`src/rtl/radiance_recovery.sv`:
```
// -----------------------------------------------------------------------------
// radiance_recovery
//
// Scene-radiance recovery: per RGB channel J = (I - A) * tran_inv + A, rounded
// to nearest (ties toward +inf) and clamped to DATA_W bits. The hazy pixel I is
// delayed LAT cycles so it meets the tran_inv computed for it upstream.
//
// Ports
//   clk, rst                 clock, synchronous active-high reset
//   a_load, a_r/a_g/a_b      atmospheric light A, captured when a_load=1
//   pix_valid_in, pix_r/g/b  hazy pixel I
//   tran_valid_in, tran_inv  inverse transmission, unsigned Q4.8 (0 = undefined)
//   out_valid, out_r/g/b     recovered pixel J (registered, held when idle)
//   align_err                sticky pixel/transmission misalignment flag
//
// Pipeline after pairing: s1 (d = I - A), s2 (p = d * tran_inv),
// s3 (s = round(p) + A), output register (clamp / bypass).
// -----------------------------------------------------------------------------
module radiance_recovery #(
   parameter int DATA_W    = 8,
   parameter int TINV_W    = 12,
   parameter int TINV_FRAC = 8,
   parameter int LAT       = 3
) (
   input  logic              clk,
   input  logic              rst,
   input  logic              a_load,
   input  logic [DATA_W-1:0] a_r,
   input  logic [DATA_W-1:0] a_g,
   input  logic [DATA_W-1:0] a_b,
   input  logic              pix_valid_in,
   input  logic [DATA_W-1:0] pix_r,
   input  logic [DATA_W-1:0] pix_g,
   input  logic [DATA_W-1:0] pix_b,
   input  logic              tran_valid_in,
   input  logic [TINV_W-1:0] tran_inv,
   output logic              out_valid,
   output logic [DATA_W-1:0] out_r,
   output logic [DATA_W-1:0] out_g,
   output logic [DATA_W-1:0] out_b,
   output logic              align_err
);

   localparam int PIX_W = 3 * DATA_W;
   localparam int D_W   = DATA_W + 1;            // signed I - A
   localparam int P_W   = D_W + TINV_W + 1;      // signed d * tran_inv, no overflow
   localparam int S_W   = P_W - TINV_FRAC + 1;   // rounded product plus A
   localparam logic signed [P_W-1:0] ROUND = P_W'(1 << (TINV_FRAC - 1));
   localparam logic signed [S_W-1:0] MAX_S = S_W'((1 << DATA_W) - 1);

   // Channel words are packed {r, g, b}; channel gi occupies [gi*DATA_W +: DATA_W].
   logic [PIX_W-1:0] a_reg;
   logic [PIX_W-1:0] dl_pix_reg [LAT];
   logic [LAT-1:0]   dl_valid_reg;

   logic             tail_valid;
   logic [PIX_W-1:0] tail_pix;
   logic             pair;

   logic              s1_valid_reg, s2_valid_reg, s3_valid_reg;
   logic              s1_bypass_reg, s2_bypass_reg, s3_bypass_reg;
   logic [TINV_W-1:0] s1_tinv_reg;
   logic [PIX_W-1:0]  s1_pix_reg, s2_pix_reg, s3_pix_reg;
   logic [PIX_W-1:0]  s1_a_reg, s2_a_reg;
   logic [PIX_W-1:0]  j_word;
   logic [PIX_W-1:0]  out_word_reg;
   logic              out_valid_reg;
   logic              align_err_reg;

   assign tail_valid = dl_valid_reg[LAT-1];
   assign tail_pix   = dl_pix_reg[LAT-1];
   assign pair       = tran_valid_in & tail_valid;

   // Atmospheric light. A stage-1 capture on the same edge sees the old value.
   always_ff @(posedge clk) begin
      if (rst)
         a_reg <= '1;
      else if (a_load)
         a_reg <= {a_r, a_g, a_b};
   end

   // Free-running pixel delay line; only the valid bits are reset.
   always_ff @(posedge clk) begin
      dl_pix_reg[0] <= {pix_r, pix_g, pix_b};
      for (int i = 1; i < LAT; i++)
         dl_pix_reg[i] <= dl_pix_reg[i-1];
      if (rst) begin
         dl_valid_reg <= '0;
      end else begin
         dl_valid_reg[0] <= pix_valid_in;
         for (int i = 1; i < LAT; i++)
            dl_valid_reg[i] <= dl_valid_reg[i-1];
      end
   end

   // Control path plus the channel-shared carried data (I, A copy, bypass).
   always_ff @(posedge clk) begin
      s1_bypass_reg <= (tran_inv == '0);
      s1_tinv_reg   <= tran_inv;
      s1_pix_reg    <= tail_pix;
      s1_a_reg      <= a_reg;
      s2_bypass_reg <= s1_bypass_reg;
      s2_pix_reg    <= s1_pix_reg;
      s2_a_reg      <= s1_a_reg;
      s3_bypass_reg <= s2_bypass_reg;
      s3_pix_reg    <= s2_pix_reg;
      if (rst) begin
         s1_valid_reg  <= 1'b0;
         s2_valid_reg  <= 1'b0;
         s3_valid_reg  <= 1'b0;
         out_valid_reg <= 1'b0;
         out_word_reg  <= '0;
         align_err_reg <= 1'b0;
      end else begin
         s1_valid_reg  <= pair;
         s2_valid_reg  <= s1_valid_reg;
         s3_valid_reg  <= s2_valid_reg;
         out_valid_reg <= s3_valid_reg;
         if (s3_valid_reg)
            out_word_reg <= j_word;
         // A lone pixel or lone tran_inv is dropped and latches the error.
         if (tran_valid_in ^ tail_valid)
            align_err_reg <= 1'b1;
      end
   end

   // Per-channel arithmetic.
   for (genvar gi = 0; gi < 3; gi++) begin : g_ch
      logic signed [D_W-1:0] s1_d_reg;
      logic signed [P_W-1:0] s2_p_reg;
      logic signed [S_W-1:0] s3_s_reg;

      always_ff @(posedge clk) begin
         s1_d_reg <= $signed({1'b0, tail_pix[gi*DATA_W +: DATA_W]})
                   - $signed({1'b0, a_reg[gi*DATA_W +: DATA_W]});
         s2_p_reg <= P_W'(s1_d_reg) * P_W'($signed({1'b0, s1_tinv_reg}));
         // Arithmetic shift gives floor((p + half) / 2^FRAC).
         s3_s_reg <= S_W'((s2_p_reg + ROUND) >>> TINV_FRAC)
                   + S_W'($signed({1'b0, s2_a_reg[gi*DATA_W +: DATA_W]}));
      end

      assign j_word[gi*DATA_W +: DATA_W] =
         s3_bypass_reg       ? s3_pix_reg[gi*DATA_W +: DATA_W] :
         s3_s_reg[S_W-1]     ? {DATA_W{1'b0}} :
         (s3_s_reg > MAX_S)  ? {DATA_W{1'b1}} :
                               s3_s_reg[DATA_W-1:0];
   end

   assign out_valid = out_valid_reg;
   assign out_r     = out_word_reg[2*DATA_W +: DATA_W];
   assign out_g     = out_word_reg[DATA_W +: DATA_W];
   assign out_b     = out_word_reg[0 +: DATA_W];
   assign align_err = align_err_reg;

endmodule

```
`config.mk`:
```
export PLATFORM = sky130hd
export DESIGN_NAME = radiance_recovery
export DESIGN_NICKNAME = d
export VERILOG_FILES = /design/src/rtl/radiance_recovery.sv
export SDC_FILE = /design/constraint.sdc
export NUM_CORES = 1
export LEC_CHECK = 0
export ABC_AREA = 1
export BUFFER_PORTS_ARGS = -buffer_cell sky130_fd_sc_hd__buf_2
export CORE_AREA = 2 2 229 231
export CTS_BUF_LIST = sky130_fd_sc_hd__clkbuf_4
export DETAILED_ROUTE_END_ITERATION = 12
export DIE_AREA = 0 0 231 233
export SLEW_MARGIN = 30
export SYNTH_ARGS = -nofsm -noshare
export SYNTH_HDL_FRONTEND = slang
export SYNTH_SLANG_ARGS = --single-unit
```
`constraint.sdc`:
```
create_clock -name clk -period 6.2 [get_ports clk]
set_input_delay 0.62 -clock clk [delete_from_list [all_inputs] [get_ports clk]]
set_output_delay 0.62 -clock clk [all_outputs]
set_load 0.01 [all_outputs]
```
==> flow_metrics.py <==
metrics = {
    "sta": {
        "max_freq_mhz": 190.7,
        "finalHoldViolCount": 0,
        "slew_headroom_pct": 35.79,
        "tns_ns": 0,
        "period_share_pct": 84.57,
        "rsz0062_at_grt": "no",
        "fin_worst_skew_ns": 0.03375,
        "tightest_slew_ns": 0.9618,
        "slew_viol_final": 0,
        "min_period_ns": 5.244,
        "setup_viol": 0,
    },
    "worst_setup_path": {
        "crit_fanout": 22,
        "critPathCaptureType": "flop",
        "cp.required_ns": 6.88,
        "arrival_ns": 5.92,
        "worstSetupPathType": "flop to flop",
        "startpoint_type": "flop",
    },
    "cells_and_area": {
        "layout_common_cells": "nand2_1 (570), inv_1 (493), dfxtp_1 (379)",
        "fin_util_pct": 50.45,
        "largest_reg_flops": 72,
        "drive_gt1_share_pct": 10.61,
        "syn_to_final_growth_pct": 12.77,
        "fin_nets": 3309,
        "layout_commonest_cell": "nand2_1",
    },
    "synth": {
        "synth-warning-count": 0,
        "syn-instance-count": 2620,
        "synth_fp_nets": 3121,
        "syn_area_um2": 22860,
        "ys_ff_latch": 380,
        "synth_cell_types": 43,
        "synth_area_per_cell_um2": 8.725,
        "yosysSeqAreaShare_pct": 33.28,
    },
    "detailed_routing": {
        "detail_route.wirelength_um": 49440,
        "via_count": 17070,
        "wire_per_inst_um": 13.89,
        "ant_nets": 0,
        "drc": 0,
        "firstDrtPassIters": 5,
        "vias_per_cell": 4.798,
        "drt_iter0_markers": 782,
    },
    "die": {
        "die_w_um": 231,
        "die_area_um2": 53820,
        "die_y_um": 233,
        "io_pins": 91,
        "rows": 83,
        "start_util_pct": 44.74,
        "coreArea_um2": 51090,
    },
    "placed_design": {
        "portBuffers": 90,
        "gp_congestion": 0.8672,
        "dp_hpwl_um": 38020,
    },
    "global_route": {
        "track_usage_pct": 19.30,
        "grt_max_degree": 47,
        "antenna_found_initial": 2,
        "first_global_vias": 17780,
        "grt_pass1_wl_um": 83920,
        "grt_overflow": 0,
    },
    "outcome": {
        "status": "finished, final reports clean",
    },
    "cts": {
        "clockBufferDepth": 3,
        "root_buffer": "clkbuf_4",
        "clkTransAtPathRegs_ns": 0.07,
        "cts_max_level": 3,
        "tritoncts": "done",
        "numCtsBuffers": 94,
        "clock_latency_ns": 0.80,
        "numClockSinks": 380,
    },
    "worst_hold_path": {
        "holdCritPathClass": "primary input to flop",
    },
    "run": {
        "drv_cap": 0,
    },
}
## per-stage QoR
step | std cells | worst slack (ns) | instance area (um2) | hold WS (ns)
finish | 3558 | 0.9564 | 25780 | 0.1689
global route | 3558 | 0.6920 | 25780 | 0.1002
CTS | 3556 | 0.9497 | 25770 | 0.03900
detailed placement | 3331 | 0.9953 | 24010 | 0.3121
global placement | 3331 | 1.088 | 24010 | 0.3097
floorplan | 2620 | 1.560 | 22860 | 0.3096
## cells in the mapped netlist, drive strengths merged
master    n  area (um2)
nand2   584        2232
inv     494        1854
dfxtp   380        7607
ha      220        2753
fa      216        4324
a21oi   147       735.7
nor2    133       590.6
o21ai   102       514.2
xor2     79       718.2
clkbuf   73       274.0
nand3    60       315.3
xnor2    25       219.0
nand4    21       146.4
nor3     21       126.4
a21o     11       82.58
nor4     10       62.56
o21bai   10       86.33
a31oi     8       50.05
or2       5       31.28
o211ai    4       30.03
a21boi    3       22.52
clkinv    3       11.26
nand3b    3       22.52
o21a      3       22.52
buf       2       7.510
and2      1       6.260
and3      1       6.260
o31ai     1       7.510
## worst paths after layout
kind	start	end	slack [ns]	depth (start not counted)
max reg2reg	s1_tinv_reg[0]$_DFF_P_	g_ch[2].s2_p_reg[20]$_DFF_P_	0.96	19
min	tran_valid_in	align_err$_SDFFE_PP0P_	0.17	4
max	s1_tinv_reg[0]$_DFF_P_	g_ch[2].s2_p_reg[20]$_DFF_P_	0.96	19
min reg2reg	s1_pix_reg[8]$_DFF_P_	s2_pix_reg[8]$_DFF_P_	0.31	0
## cell type report
class / instances / area, um2
Fill cell: 4798 / 25320
Multi-Input combinational cell: 1668 / 13110
Sequential cell: 380 / 7609
Inverter: 497 / 1866
Timing Repair Buffer: 167 / 1194
Clock buffer: 137 / 1028
Tap cell: 680 / 850.8
Clock inverter: 27 / 121.4
Antenna cell: 2 / 5.005
## cell families after synthesis
logic type      after synthesis  share of synthesized area [%]
simple gates                839                          15.48
buf+inv                     572                          9.392
fa+ha+maj                   436                          30.96
flops                       380                          33.28
compound gates              289                          6.787
xor+xnor                    104                          4.100
## metal layers
| layer | track usage, % | share of wire (%) | vias up |
|---|---|---|---|
| met5 | 0 | 0 | - |
| met4 | 7.198 | 2.3 | 0 |
| met3 | 3.664 | 4.6 | 91 |
| met2 | 32.71 | 47 | 379 |
| met1 | 24.43 | 46 | 8127 |
| li1 | - | - | 8475 |
## worst max-delay path: stages, from the launching register on
cell	delay [ns]
dfxtp_1	0.95
inv_1	0.21
nand2_1	0.15
fa_1	0.43
fa_1	0.55
inv_1	0.06
fa_1	0.52
fa_1	0.59
fa_1	0.43
ha_1	0.36
nand2_1	0.08
inv_1	0.04
a21boi_0	0.20
o21ai_2	0.12
nand2_1	0.08
nand2_1	0.09
nand2_1	0.10
nand2_1	0.05
nand2_1	0.05
nand2_1	0.04
## repair_timing
| item | in CTS | in global routing |
|---|---|---|
| hold endpoints to repair | 62 | 0 |
| hold buffers | 61 | 0 |
| buffers inserted | 0 | 0 |
| resized for setup | 0 | 0 |
Power is not shown: default switching activity piles up to over one toggle a cycle in this logic, so the estimate is an artifact.
